[config.mk]
export PLATFORM = sky130hd
export DESIGN_NAME = zx_pdm_dac
export DESIGN_NICKNAME = d
export VERILOG_FILES = /design/src/rtl/zx_pdm_pkg.sv /design/src/rtl/zx_pdm_chan.sv /design/src/rtl/zx_pdm_dac.sv
export SDC_FILE = /design/constraint.sdc
export NUM_CORES = 1
export LEC_CHECK = 0
export ABC_AREA = 1
export BUFFER_PORTS_ARGS = -buffer_cell sky130_fd_sc_hd__buf_2
export CORE_MARGIN = 4
export CORE_UTILIZATION = 63
export CTS_CLUSTER_DIAMETER = 120
export DETAILED_ROUTE_END_ITERATION = 7
export GPL_TIMING_DRIVEN = 0
export PLACE_DENSITY = 0.84
export SLEW_MARGIN = 20
export SYNTH_ARGS = -nofsm -noshare
export SYNTH_HDL_FRONTEND = slang
export SYNTH_SLANG_ARGS = --single-unit
[constraint.sdc]
create_clock -name clk32 -period 3.01 [get_ports clk32]
set_input_delay 0.1505 -clock clk32 [delete_from_list [all_inputs] [get_ports clk32]]
set_output_delay 0.1505 -clock clk32 [all_outputs]
set_load 0.05 [all_outputs]
[src/rtl/zx_pdm_pkg.sv]
// Shared widths, default parameters and the sample-to-sign/magnitude helper
// for the multi-channel PDM DAC.
package zx_pdm_pkg;

   localparam int ZX_CHANNELS = 4;
   localparam int DAC_W       = 8;
   localparam int VOL_W       = 6;
   localparam int ZX_VOL_STEP = 31;
   localparam int ZX_RAMP_DIV = 16;

   localparam logic [DAC_W-1:0] SAMPLE_ZERO = {1'b1, {(DAC_W-1){1'b0}}};

   typedef struct packed {
      logic [DAC_W-1:0] sample;
      logic [VOL_W-1:0] vol;
   } zx_shadow_t;

   localparam int SHADOW_W = $bits(zx_shadow_t);
   localparam zx_shadow_t SHADOW_RST = '{sample: SAMPLE_ZERO, vol: {VOL_W{1'b0}}};

   // Offset binary to {sign, magnitude}; both codes adjacent to zero map to mag 0.
   function automatic logic [DAC_W-1:0] pdm_mag(input logic [DAC_W-1:0] s);
      logic [DAC_W-2:0] mag;
      if (s[DAC_W-1]) begin
         mag = s[DAC_W-2:0];
      end else begin
         mag = ~s[DAC_W-2:0];
      end
      return {s[DAC_W-1], mag};
   endfunction

endpackage

[src/rtl/zx_pdm_chan.sv]
// One DAC channel: active sample/volume, slewed volume, gated first-order
// accumulator and registered pin driver.
module zx_pdm_chan
   import zx_pdm_pkg::*;
(
   input  logic                clk32,
   input  logic                rst_n,
   input  logic                upd_i,
   input  logic [SHADOW_W-1:0] shadow_i,
   input  logic [VOL_W-1:0]    vol_cnt_i,
   input  logic                mid_tgl_i,
   input  logic                ramp_tick_i,
   output logic                pdm_o
);

   zx_shadow_t       shadow_s;
   logic [DAC_W-1:0] sm_s;
   logic [DAC_W-2:0] mag_s;
   logic             sign_s;
   logic             gate_s;

   logic [DAC_W-1:0] samp_q, samp_d;
   logic [VOL_W-1:0] tgt_q, tgt_d;
   logic [VOL_W-1:0] vol_cur_q, vol_cur_d;
   logic [DAC_W-1:0] acc_q, acc_d;
   logic             pdm_q, pdm_d;

   assign shadow_s = shadow_i;
   assign sm_s     = pdm_mag(samp_q);
   assign sign_s   = sm_s[DAC_W-1];
   assign mag_s    = sm_s[DAC_W-2:0];
   // Full-scale volume bypasses the comparator so the gate is truly always on.
   assign gate_s   = (vol_cnt_i < vol_cur_q) || (&vol_cur_q);

   // Next-state: active load, volume slew, accumulator and output select.
   always_comb begin
      samp_d    = samp_q;
      tgt_d     = tgt_q;
      vol_cur_d = vol_cur_q;
      acc_d     = acc_q;
      pdm_d     = pdm_q;

      if (upd_i) begin
         samp_d = shadow_s.sample;
         tgt_d  = shadow_s.vol;
      end else begin
         samp_d = samp_q;
         tgt_d  = tgt_q;
      end

      if (ramp_tick_i && (vol_cur_q < tgt_q)) begin
         vol_cur_d = vol_cur_q + VOL_W'(1);
      end else if (ramp_tick_i && (vol_cur_q > tgt_q)) begin
         vol_cur_d = vol_cur_q - VOL_W'(1);
      end else begin
         vol_cur_d = vol_cur_q;
      end

      if (gate_s) begin
         acc_d = {1'b0, acc_q[DAC_W-2:0]} + {1'b0, mag_s};
      end else begin
         acc_d = {1'b0, acc_q[DAC_W-2:0]};
      end

      if (acc_q[DAC_W-1]) begin
         pdm_d = sign_s;
      end else begin
         pdm_d = mid_tgl_i;
      end
   end

   // Channel state registers.
   always_ff @(posedge clk32 or negedge rst_n) begin
      if (!rst_n) begin
         samp_q    <= SAMPLE_ZERO;
         tgt_q     <= {VOL_W{1'b0}};
         vol_cur_q <= {VOL_W{1'b0}};
         acc_q     <= {DAC_W{1'b0}};
         pdm_q     <= 1'b0;
      end else begin
         samp_q    <= samp_d;
         tgt_q     <= tgt_d;
         vol_cur_q <= vol_cur_d;
         acc_q     <= acc_d;
         pdm_q     <= pdm_d;
      end
   end

   assign pdm_o = pdm_q;

endmodule

[src/rtl/zx_pdm_dac.sv]
// Multi-channel 1-bit PDM DAC: shadow bank with write decode, shared volume
// gate counter, ramp divider and half-scale toggle feeding CHANNELS modulators.
module zx_pdm_dac
   import zx_pdm_pkg::*;
#(
   parameter int CHANNELS = ZX_CHANNELS,
   parameter int VOL_STEP = ZX_VOL_STEP,
   parameter int RAMP_DIV = ZX_RAMP_DIV,
   localparam int CH_W = (CHANNELS > 1) ? $clog2(CHANNELS) : 1,
   localparam int RC_W = (RAMP_DIV > 1) ? $clog2(RAMP_DIV) : 1
) (
   input  logic                clk32,
   input  logic                rst_n,
   input  logic                wr_stb,
   input  logic [CH_W-1:0]     wr_ch,
   input  logic [DAC_W-1:0]    wr_data,
   input  logic [VOL_W-1:0]    wr_vol,
   input  logic                upd,
   output logic [CHANNELS-1:0] pdm_out
);

   localparam logic [VOL_W-1:0] VOL_INC   = VOL_W'(VOL_STEP);
   localparam logic [RC_W-1:0]  RAMP_LAST = RC_W'(RAMP_DIV - 1);

   zx_shadow_t      shadow_q [CHANNELS];
   zx_shadow_t      shadow_d [CHANNELS];
   logic [VOL_W-1:0] vol_cnt_q, vol_cnt_d;
   logic [RC_W-1:0]  ramp_cnt_q, ramp_cnt_d;
   logic             mid_tgl_q, mid_tgl_d;
   logic             ramp_tick_s;

   assign ramp_tick_s = (ramp_cnt_q == RAMP_LAST);

   // Write decode into the shadow bank plus the shared free-running counters.
   always_comb begin
      shadow_d = shadow_q;
      if (wr_stb && (int'(wr_ch) < CHANNELS)) begin
         shadow_d[wr_ch] = '{sample: wr_data, vol: wr_vol};
      end else begin
         shadow_d = shadow_q;
      end

      vol_cnt_d = vol_cnt_q + VOL_INC;
      mid_tgl_d = ~mid_tgl_q;
      if (ramp_tick_s) begin
         ramp_cnt_d = {RC_W{1'b0}};
      end else begin
         ramp_cnt_d = ramp_cnt_q + RC_W'(1);
      end
   end

   // Shared state registers.
   always_ff @(posedge clk32 or negedge rst_n) begin
      if (!rst_n) begin
         for (int i = 0; i < CHANNELS; i++) begin
            shadow_q[i] <= SHADOW_RST;
         end
         vol_cnt_q  <= {VOL_W{1'b0}};
         ramp_cnt_q <= {RC_W{1'b0}};
         mid_tgl_q  <= 1'b0;
      end else begin
         shadow_q   <= shadow_d;
         vol_cnt_q  <= vol_cnt_d;
         ramp_cnt_q <= ramp_cnt_d;
         mid_tgl_q  <= mid_tgl_d;
      end
   end

   // Channels see the registered shadow, so a same-cycle write misses that upd.
   for (genvar i = 0; i < CHANNELS; i++) begin : g_chan
      zx_pdm_chan u_chan (
         .clk32       (clk32),
         .rst_n       (rst_n),
         .upd_i       (upd),
         .shadow_i    (shadow_q[i]),
         .vol_cnt_i   (vol_cnt_q),
         .mid_tgl_i   (mid_tgl_q),
         .ramp_tick_i (ramp_tick_s),
         .pdm_o       (pdm_out[i])
      );
   end

endmodule
* Word-level counts from Yosys, hierarchy flattened
Cells that the tools add are included.
** Storage, ports and cells
- Register bits after elaboration :: 183
- Input bits :: 20
- Word-level logic and storage cells :: 115
** Cells by class
- Add/subtract/negate cells :: 14
- $lt $le $gt $ge :: 14
- Equality and inequality tests :: 1
- Mux-type cells :: 24
- Bitwise gates (word level) :: 6
- Reduce and logical (&&, ||, !) cells :: 21
** Operator list (count)
- $bwmux W56 :: 1
- $lt A6 B6 Y1 :: 8
- $mux W6 :: 8
- $add A7 B7 Y8 :: 4
- $mux W8 :: 4
- $demux W14 S2 :: 1
- $mux W7 :: 4
- $not A7 Y7 :: 4
- $add A6 B1 Y6 const B :: 4
- $gt A6 B6 Y1 :: 4
- $reduce_and A6 Y1 :: 4
- $sub A6 B1 Y6 const B :: 4
- $mux W14 :: 1
- $logic_and A1 B1 Y1 :: 9
- $reduce_bool A2 Y1 :: 4
- $add A6 B5 Y6 const B :: 1
- $add A4 B1 Y4 const B :: 1
- $eq A4 B4 Y1 const B :: 1
- $logic_or A1 B1 Y1 :: 4
- $mux W1 :: 4
- $mux W4 :: 1
- $ge A3 B3 Y1 const B :: 1
- $lt A3 B1 Y1 const B :: 1
- $not A2 Y3 :: 1
- $not A1 Y1 :: 1

* Longest topological paths before layout
Gate-level depths: netlist of the first run.
- Word-level depth :: 6
- Gate-level depth with buffers :: 17

* By module
From an unflattened synthesis of the first run, not the netlist that was laid out.
** Unflattened totals
- Cell total of the unflattened synthesis :: 1136
- Area, all modules :: 10212.3 µm²
** Modules (own cells, without submodules)
- zx_pdm_chan (g_chan[0].u_chan ...) :: instances 3, cells each 224, area an instance 1929.4 µm²
- zx_pdm_dac :: instances 1, cells each 240, area an instance 2499.9 µm²
- zx_pdm_chan (g_chan[1].u_chan) :: instances 1, cells each 224, area an instance 1924.3 µm²

* Worst setup path after synthesis of the first run
No wires, ideal clock.
- Path kind :: flip-flop to flip-flop
- From :: register g_chan[3].u_chan.vol_cur_q[5]
- To :: register g_chan[3].u_chan.vol_cur_q[5]
- Arrival time :: 2017 ps
- Required time :: 2893 ps
- Path slack :: 877 ps
- Stages on the path, launching flop included :: 16
- Buffers on the path :: 0
- Period minus slack after synthesis :: 2133 ps
- Path through :: dfrtp_1 -> ha_1 -> nand2_1 -> nand2_1 -> nor2_1 -> nand3_2 -> ha_1 -> nand3_1 -> nand3_1 -> nand2_1 -> nand2_1 -> inv_1 -> nand2_1 -> nand2_1 -> nand2_1 -> nand2_1
** On the way
- Cells in the longest elaborated chain, start to end :: 3
- Elaborated cells on any way between the ends :: 9
- Classes of those cells :: 2 x add/sub; 2 x order compare; 2 x mux; 3 x reduce/logical
** Ends and longest elaborated chain
- start: declaration :: RTL line zx_pdm_chan.sv:24 : logic [VOL_W-1:0] vol_cur_q, vol_cur_d;
- start signal: assignment :: RTL line zx_pdm_chan.sv:77 : vol_cur_q <= {VOL_W{1'b0}};
- start signal: assignment :: RTL line zx_pdm_chan.sv:83 : vol_cur_q <= vol_cur_d;
- $sub A6 B1 Y6, or another cell as far along :: RTL line zx_pdm_chan.sv:54 : vol_cur_d = vol_cur_q - VOL_W'(1);
- $mux W6, or another cell as far along :: RTL line zx_pdm_chan.sv:53 : end else if (ramp_tick_i && (vol_cur_q > tgt_q)) begin
- $mux W6 / $reduce_bool A2 Y1 (equally long branches)
Parallel ways exist; a longest one is shown, timed or not. The select of a mux whose other input is x is not followed.
A chain may end at the register's enable or synchronous reset.

* Final worst setup path of the first run
- From :: register g_chan[1].u_chan.vol_cur_q[3]
- To :: register g_chan[1].u_chan.vol_cur_q[5]
** On the way
- Cells in the longest elaborated chain, start to end :: 3
- Elaborated cells on any way between the ends :: 9
- Classes of those cells :: 2 x add/sub; 2 x order compare; 2 x mux; 3 x reduce/logical
** Ends and longest elaborated chain (RTL line)
- start: declaration :: zx_pdm_chan.sv:24
- start signal: assignment :: zx_pdm_chan.sv:77
- start signal: assignment :: zx_pdm_chan.sv:83
- $sub A6 B1 Y6, or another cell as far along :: zx_pdm_chan.sv:54
- $mux W6, or another cell as far along :: zx_pdm_chan.sv:53
- $mux W6 / $reduce_bool A2 Y1 (equally long branches)
Parallel ways exist; a longest one is shown, timed or not. The select of a mux whose other input is x is not followed.

==> impl_metrics.env, run 1 <==
export IMPL_min_path_type="input port to flop"
export IMPL_synth_top_area_cell="dfrtp_1"
export IMPL_die_width_um=135
export IMPL_clock_path_buffers=2
export IMPL_crit_path_start_kind="flop"
export IMPL_insertion_delay_ps=440
export IMPL_area_growth_synth_to_final_pct=10.7
export IMPL_drc=0
export IMPL_synth_common_cells="nand2_1, dfrtp_1, inv_1"
export IMPL_worst_ep_arrival_time_ps=2860
export IMPL_height_of_the_die_um=135
export IMPL_globalRoute_totalOverflow=0
export IMPL_worst_clock_skew_ps=8.99
export IMPL_r2r_end="g_chan[1].u_chan.vol_cur_q[5]$_DFFE_PN0P_"
export IMPL_cts_buffers=17
export IMPL_synth_most_common_cell="nand2_1"
export IMPL_finalWirelength_um=22400
export IMPL_min_period_ps=2530
export IMPL_final_fill_count=1083
export IMPL_synth_top_area_share_pct=43.2
export IMPL_largest_net_degree_at_the_start_of_global_routing=66
export IMPL_worst_hold_slack_ps=47.0
export IMPL_wire_per_inst_um=16.3
export IMPL_synth_edf_count=0
export IMPL_power_density_mw_per_mm2=986
export IMPL_dp_cells=1338
export IMPL_total_negative_setup_slacks_ps=0
export IMPL_drtIter0Drc=519
export IMPL_finalNetCount=1260
export IMPL_boundaryPins=24
export IMPL_clk_root_buffer_cell="clkbuf_16"
export IMPL_primary_ff_master_synth="dfrtp_1"
export IMPL_worstPathRequired_ps=3340
export IMPL_gate_count_of_the_mapped_netlist=1098
export IMPL_fp_dieArea_mm2=0.0182
export IMPL_core_mm2=0.0158
export IMPL_drt_first_pass_iters=5
export IMPL_setup_repair_after_global_routing_missed_its_margin="no"
export IMPL_drive_above_1_share_pct=12.9
export IMPL_r2r_setup_slack_ps=480
export IMPL_final_hold_viol_count=0
export IMPL_initial_core_util_pct=64.0
export IMPL_multi_input_comb_area_mm2=0.00499
export IMPL_htree_num_levels=4
export IMPL_port_buffers=22
export IMPL_timing_critical_path_to="g_chan[1].u_chan.vol_cur_q[5]$_DFFE_PN0P_"
export IMPL_leakage_power_uw=0.00560
export IMPL_seq_area_frac_synth_pct=45.3
export IMPL_dp_worst_setup_slack_ps=626
export IMPL_detailedPlacementHpwl_um=15000
export IMPL_via_count=7721
export IMPL_antenna_found_initial=0
export IMPL_globalRouteTotalUtil_pct=26.4
export IMPL_final_max_slew_viol_count=0
export IMPL_numClockSinks=183
export IMPL_timing_slew_headroom_pct=62.7
export IMPL_worst_r2r_startpoint="g_chan[1].u_chan.vol_cur_q[3]$_DFFE_PN0P_"
export IMPL_outcome="completed"
export IMPL_fin_cells=1371
export IMPL_setup_viols_final=0
export IMPL_postCtsSetupBuffers=0
export IMPL_end_kind="flop"
export IMPL_timing_critical_path_from="g_chan[1].u_chan.vol_cur_q[3]$_DFFE_PN0P_"
export IMPL_synth_cell_types=31
export IMPL_yosys_top_cells_area="dfrtp_1, ha_1, nand2_1, o21ai_0, inv_1"
export IMPL_via_per_inst=5.63
export IMPL_synthesis_nets=1216
export IMPL_std_cell_rows=46
export IMPL_finalCritPeriodShare_pct=84.2
export IMPL_clkSlewWorstSetupHoldPaths_ps=70
export IMPL_worstRegToRegCells=15
export IMPL_post_synth_instance_area_mm2=0.0101
export IMPL_crit_type="flop to flop"
export IMPL_insertedDiodeCount=0
export IMPL_cts_tree="done"
export IMPL_final_seq_area_mm2=0.00459
export IMPL_syn_avg_cell_area_um2=9.23
export IMPL_tightest_slew_ps=560
export IMPL_ir_drop_v=0.000755
export IMPL_grt_pass1_vias=7765
export IMPL_global_route_wire_length_before_repair_um=37900
export IMPL_layout_setup_ws_ps=476
export IMPL_share_of_async_settable_or_async_resettable_flops_after_synthesis_pct=100
export IMPL_synth_seq_cells=183
export IMPL_cap_violations=0
export IMPL_fmaxAchievable_ghz=0.395
export IMPL_ctsHoldBuffers=1
export IMPL_cts_repair_resized=0
export IMPL_synth_warnings=0
export IMPL_postRouteAntennaNets=0
export IMPL_critical_path_peak_fanout=8
export IMPL_routabilityCongestion=0.853
## area by class of cell
cell class,instances,share of cell area (%)
tap,216,2.41
clock inverter,14,1.71
multi-input combinational,773,44.4
clock buffer,18,3.91
inverter,118,3.95
buffer,24,1.03
timing repair buffer,25,1.65
sequential,183,40.9
## worst max-delay path: stages (launching register included)
cell and delay [ps]:
dfrtp_1 460, ha_1 360, nand2_1 80, nand2_1 70, nand2_1 90, nand3_2 220
ha_1 440, nand3_1 100, nand3_1 130, nand2_1 90, nand2_1 120, inv_1 60
nand2_1 80, nand2_1 50, nand2_1 50, nand2_1 40
## where the power goes
group          switching [uW]  internal [uW]
Combinational            2990           2010
Clock                    1020           1360
Sequential                547           3140
## sequential cells by signal, indices dropped and copies added (netlist names)
signal and count:
g_chan.u_chan.acc_q 32, mid_tgl_q 1, shadow_q 56, g_chan.u_chan.samp_q 32, vol_cnt_q 6, g_chan.u_chan.pdm_o 4
ramp_cnt_q 4, g_chan.u_chan.tgt_q 24, g_chan.u_chan.vol_cur_q 24
## cells by family (layout without fill, tap and decap cells)
family / after synthesis / count (layout) / synth area share (%)
multiplexers: 36 / 36 / 4.00
flip-flops: 183 / 183 / 45.3
XOR/XNOR: 62 / 62 / 5.65
buffers and inverters: 142 / 199 / 5.51
adder cells (fa/ha/maj): 98 / 98 / 12.7
AND/OR/NAND/NOR: 417 / 417 / 18.8
AO/OA/AOI/OAI: 160 / 160 / 8.10
## through the flow
stage	util (%)	power, uW	cell area (um2)
after floorplan	-	7460	10100
after global placement	66.4	8260	10500
after detailed placement	66.8	8540	10600
after CTS	70.9	11100	11200
after global routing	70.9	12000	11200
final	70.9	11100	11200
## metal layers
metal	part of all wire [%]	wire length (um)	vias up	track usage [%]
met3	4.7	1050	90	4.47
met4	4.5	1000	0	13.7
met1	42	9440	3707	34.3
met5	0	0	-	0
met2	49	10900	230	42.8
li1	-	-	3694	-
## placed cells by master (no fill, tap or decap), drive strengths merged
master         n
clkbuf        30
nand2        294
xor2          31
fa             8
bufinv         3
dfrtp        175
nand4          8
nor2          23
buf           36
a21boi         4
or2            1
nand3         82
dlygate4sd3    1
a21oi         44
inv          123
mux2          36
nor3           5
ha            90
xnor2         31
o21a           4
clkinv         4
o21ai        108
dfstp          8
clkinvlp       2
nand3b         4
## how the worst min path moves through the flow
stage | startpoint | end | slack, ps | cells past startpoint
2_1_floorplan | rst_n | g_chan[0].u_chan.acc_q[0]$_DFFE_PN0P_ | -150 | 0
3_3_place_gp | g_chan[1].u_chan.acc_q[7]$_DFF_PN0_ | g_chan[1].u_chan.pdm_o$_DFF_PN0_ | 450 | 1
3_5_place_dp | rst_n | g_chan[0].u_chan.pdm_o$_DFF_PN0_ | 100 | 1
4_1_cts | wr_vol[5] | shadow_q[5]$_DFFE_PN0P_ | 40 | 3
5_1_grt | wr_data[7] | shadow_q[13]$_DFFE_PN1P_ | 70 | 3
6_report | wr_vol[5] | shadow_q[5]$_DFFE_PN0P_ | 50 | 3
No activity file was read; power rests on OpenSTA's default activity.
==> run 2: changes to the inputs <==
--- a/config.mk
+++ b/config.mk
@@ -5,14 +5,14 @@
 export SDC_FILE = /design/constraint.sdc
 export NUM_CORES = 1
 export LEC_CHECK = 0
-export ABC_AREA = 1
+export ABC_AREA = 0
 export BUFFER_PORTS_ARGS = -buffer_cell sky130_fd_sc_hd__buf_2
 export CORE_MARGIN = 4
-export CORE_UTILIZATION = 63
+export CORE_UTILIZATION = 57
 export CTS_CLUSTER_DIAMETER = 120
 export DETAILED_ROUTE_END_ITERATION = 7
 export GPL_TIMING_DRIVEN = 0
-export PLACE_DENSITY = 0.84
+export PLACE_DENSITY = 0.81
 export SLEW_MARGIN = 20
 export SYNTH_ARGS = -nofsm -noshare
 export SYNTH_HDL_FRONTEND = slang
==> constraint.sdc (replaced) <==
create_clock -name clk32 -period 2.3 [get_ports clk32]
set_input_delay 0.115 -clock clk32 [delete_from_list [all_inputs] [get_ports clk32]]
set_output_delay 0.115 -clock clk32 [all_outputs]
set_load 0.05 [all_outputs]
==> run 2 against run 1 <==
- the run now ends with negative setup slack left
- critical path depth decreased by 1
- area after synthesis decreased by 3.7%
- cell area increased by 7.8%
- routed wire length increased by 4.4%
- hold slack got worse by 32 ps
- critical path type unchanged
- largest power group unchanged
==> impl_metrics.env, run 2 <==
export IMPL_synth_top_area_cell="dfrtp_1"
export IMPL_largest_net_degree_at_the_start_of_global_routing=97
export IMPL_timing_slew_headroom_pct=43.2
export IMPL_layout_setup_ws_ps=-481
export IMPL_routabilityCongestion=0.796
export IMPL_worst_ep_arrival_time_ps=3100
export IMPL_antenna_found_initial=0
export IMPL_layout_commonest_cell="dfrtp_1"
export IMPL_ir_drop_v=0.000987
export IMPL_end_kind="flop"
export IMPL_final_area_mm2=0.0121
export IMPL_crit_top_cell="inv_1"
export IMPL_synth_xor_area_share_pct=5.83
export IMPL_synth_most_common_cell="dfrtp_1"
export IMPL_synth_simple_gate_area_share_pct=4.50
export IMPL_port_buffers=22
export IMPL_core_mm2=0.0167
export IMPL_outcome="finished, violations left"
export IMPL_crit_type="flop to flop"
export IMPL_clkSlewWorstSetupHoldPaths_ps=70
export IMPL_htree_num_levels=4
export IMPL_synth_warnings=0
export IMPL_finalNetCount=1050
export IMPL_min_path_type="input port to flop"
export IMPL_min_period_ps=2780
export IMPL_postRouteAntennaNets=0
export IMPL_worstRegToRegCells=14
export IMPL_holdPathEnd="shadow_q[22]$_DFFE_PN0P_"
export IMPL_cp_delay_by_family_top="compound AO/OA/AOI/OAI gates"
export IMPL_clk_root_buffer_cell="clkbuf_16"
export IMPL_post_synth_mux_area_share_pct=15.3
export IMPL_numClockSinks=183
export IMPL_wire_per_inst_um=20.0
export IMPL_height_of_the_die_um=139
export IMPL_power_switching_uw=6360
export IMPL_synth_common_cells="dfrtp_1, mux2_2, ha_1"
export IMPL_boundaryPins=24
export IMPL_timing_critical_path_depth=14
export IMPL_leakage_power_uw=0.00538
export IMPL_yosys_top_cells_area="dfrtp_1, mux2_2, ha_1, xnor2_1, inv_1"
export IMPL_drtIter0Drc=352
export IMPL_source_of_the_worst_hold_timing_path="wr_data[2]"
export IMPL_syn_avg_cell_area_um2=11.9
export IMPL_finish_utilization_pct=72.5
export IMPL_timing_critical_path_cells="inv_1 -> ha_1 -> inv_1 -> a21o_1 -> a21oi_2 -> nand2_4 -> buf_12 -> ha_4 -> o21ai_2 -> o21ba_4 -> o21a_1 -> nor4_2 -> o21ai_1 -> xnor2_1"
export IMPL_fin_cells=1165
export IMPL_worstPathRequired_ps=2610
export IMPL_globalRouteTotalUtil_pct=23.1
export IMPL_cap_violations=0
export IMPL_critical_path_max_stage_delay_ps=410
export IMPL_synth_cell_types=41
export IMPL_worst_r2r_startpoint="g_chan[1].u_chan.vol_cur_q[0]$_DFFE_PN0P_"
export IMPL_clock_path_buffers=2
export IMPL_initial_core_util_pct=58.4
export IMPL_final_max_slew_viol_count=0
export IMPL_grt_pass1_vias=7011
export IMPL_tightest_slew_ps=851
export IMPL_top_register="shadow_q"
export IMPL_detailedPlacementHpwl_um=13400
export IMPL_worstHoldPathCells=2
export IMPL_primary_ff_master_synth="dfrtp_1"
export IMPL_drive_above_1_share_pct=42.3
export IMPL_failed_checks="negative setup slack"
export IMPL_largest_reg_flops=56
export IMPL_finalCritPeriodShare_pct=121
export IMPL_die_width_um=139
export IMPL_setup_viols_final=13
export IMPL_reg_top3="shadow_q x56, g_chan.u_chan.acc_q x32, g_chan.u_chan.samp_q x32"
export IMPL_critical_path_buffers_and_inverters=3
export IMPL_cts_buffers=17
export IMPL_via_per_inst=5.71
export IMPL_synth_seq_cells=183
export IMPL_layout_common_cells="dfrtp_1, mux2_2, ha_1"
export IMPL_finalWirelength_um=23300
export IMPL_seq_area_frac_synth_pct=47.0
export IMPL_final_hold_viol_count=0
export IMPL_synth_adder_area_share_pct=13.2
export IMPL_synthesis_nets=938
export IMPL_insertedDiodeCount=0
export IMPL_critical_path_slowest_cell="dfrtp_2"
export IMPL_power_density_mw_per_mm2=1400
export IMPL_power_share_switching_pct=37.5
export IMPL_setup_repair_after_global_routing_missed_its_margin="yes"
export IMPL_drc=0
export IMPL_synth_top_area_share_pct=44.9
export IMPL_fp_dieArea_mm2=0.0193
export IMPL_r2r_setup_slack_ps=-480
export IMPL_worst_clock_skew_ps=10.6
export IMPL_drt_first_pass_iters=5
export IMPL_fmaxAchievable_ghz=0.360
export IMPL_detailed_place_area_mm2=0.0103
export IMPL_compound_cell_area_share_of_the_yosys_netlist_pct=10.6
export IMPL_power_report_internal_total_uw=10600
export IMPL_post_synth_instance_area_mm2=0.00976
export IMPL_share_of_async_settable_or_async_resettable_flops_after_synthesis_pct=100
export IMPL_p_comb_share_pct=53.4
export IMPL_total_negative_setup_slacks_ps=-2750
export IMPL_via_count=6647
export IMPL_r2r_end="g_chan[1].u_chan.vol_cur_q[5]$_DFFE_PN0P_"
export IMPL_synth_edf_count=0
export IMPL_power_frac_clock_pct=17.7
export IMPL_critical_path_peak_fanout=3
export IMPL_globalRoute_totalOverflow=0
export IMPL_std_cell_rows=47
export IMPL_cts_tree="done"
export IMPL_crit_path_start_kind="flop"
export IMPL_insertion_delay_ps=440
export IMPL_power_frac_seq_pct=28.9
export IMPL_gate_count_of_the_mapped_netlist=820
export IMPL_area_growth_synth_to_final_pct=24.0
export IMPL_report_power_total_uw=17000
export IMPL_dp_cells=1063
export IMPL_global_route_wire_length_before_repair_um=35400
export IMPL_largest_family_of_logic_cells_by_synthesized_area="multiplexers"
==> run 2: repair_timing <==
action                     in CTS  in global routing
hold buffers                    8                  0
setup endpoints to repair      16                 34
hold endpoints to repair      105                  0
setup buffers                  41                 25
resized for setup              69                 68
pin swaps                      50                 70
==> run 2: routing by layer <==
| layer | part of all wire, % | track usage [%] | vias to the layer above |
|---|---|---|---|
| met3 | 3.4 | 5.17 | 66 |
| li1 | - | - | 3093 |
| met1 | 40 | 27.8 | 3334 |
| met4 | 3.5 | 9.22 | 0 |
| met5 | 0 | 0 | - |
| met2 | 53 | 40.4 | 154 |
==> run 2: cells by family after synthesis <==
| kind of cell | count (synthesis) |
|---|---|
| XOR/XNOR | 65 |
| AND/OR/NAND/NOR | 96 |
| buffers and inverters | 87 |
| AO/OA/AOI/OAI | 158 |
| flip-flops | 183 |
| adder cells (fa/ha/maj) | 98 |
| multiplexers | 133 |
==> run 2: cell type report <==
type / instances / area [um2]
Timing Repair Buffer: 95 / 764
Inverter: 65 / 244
Clock inverter: 13 / 159
Buffer: 20 / 155
Multi-Input combinational cell: 550 / 5460
Sequential cell: 183 / 4600
Fill cell: 1018 / 4600
Tap cell: 220 / 275
Clock buffer: 19 / 443
==> run 2: worst max-delay path by stage <==
stage	start	slack (ps)	endpoint
detailed placement	ramp_cnt_q[0]$_DFF_PN0_	-530	g_chan[1].u_chan.vol_cur_q[5]$_DFFE_PN0P_
finish	g_chan[1].u_chan.vol_cur_q[0]$_DFFE_PN0P_	-480	g_chan[1].u_chan.vol_cur_q[5]$_DFFE_PN0P_
CTS	g_chan[2].u_chan.vol_cur_q[3]$_DFFE_PN0P_	-330	g_chan[2].u_chan.vol_cur_q[5]$_DFFE_PN0P_
floorplan	g_chan[3].u_chan.vol_cur_q[1]$_DFFE_PN0P_	-260	g_chan[3].u_chan.vol_cur_q[5]$_DFFE_PN0P_
global placement	rst_n	-1870	shadow_q[42]$_DFFE_PN0P_
global route	g_chan[1].u_chan.vol_cur_q[4]$_DFFE_PN0P_	-530	g_chan[1].u_chan.vol_cur_q[5]$_DFFE_PN0P_
==> run 2: power by group through the flow <==
stage | logic (uW) | clock network [uW] | registers [uW]
final | 9060 | 3010 | 4900
after global routing | 9970 | 3190 | 4990
after CTS | 7700 | 3010 | 4840
after detailed placement | 6620 | 0 | 4960
after global placement | 6330 | 0 | 4910
after floorplan | 5520 | 0 | 4730
==> run 2: worst reg2reg max path, cell delays in order (launching register included) <==
cell and delay [ps]:
dfrtp_2 410, inv_1 110, ha_1 150, inv_1 50, a21o_1 190, a21oi_2 250
nand2_4 130, buf_12 160, ha_4 240, o21ai_2 70, o21ba_4 180, o21a_1 220
nor4_2 230, o21ai_1 140, xnor2_1 150
==> run 2: per-stage QoR <==
stage / setup WS [ps] / hold WS (ps)
4_1_cts: -327 / 7.74
6_report: -481 / 14.5
3_3_place_gp: -1870 / 418
3_5_place_dp: -529 / 187
2_1_floorplan: -261 / -181
5_1_grt: -532 / 3.92
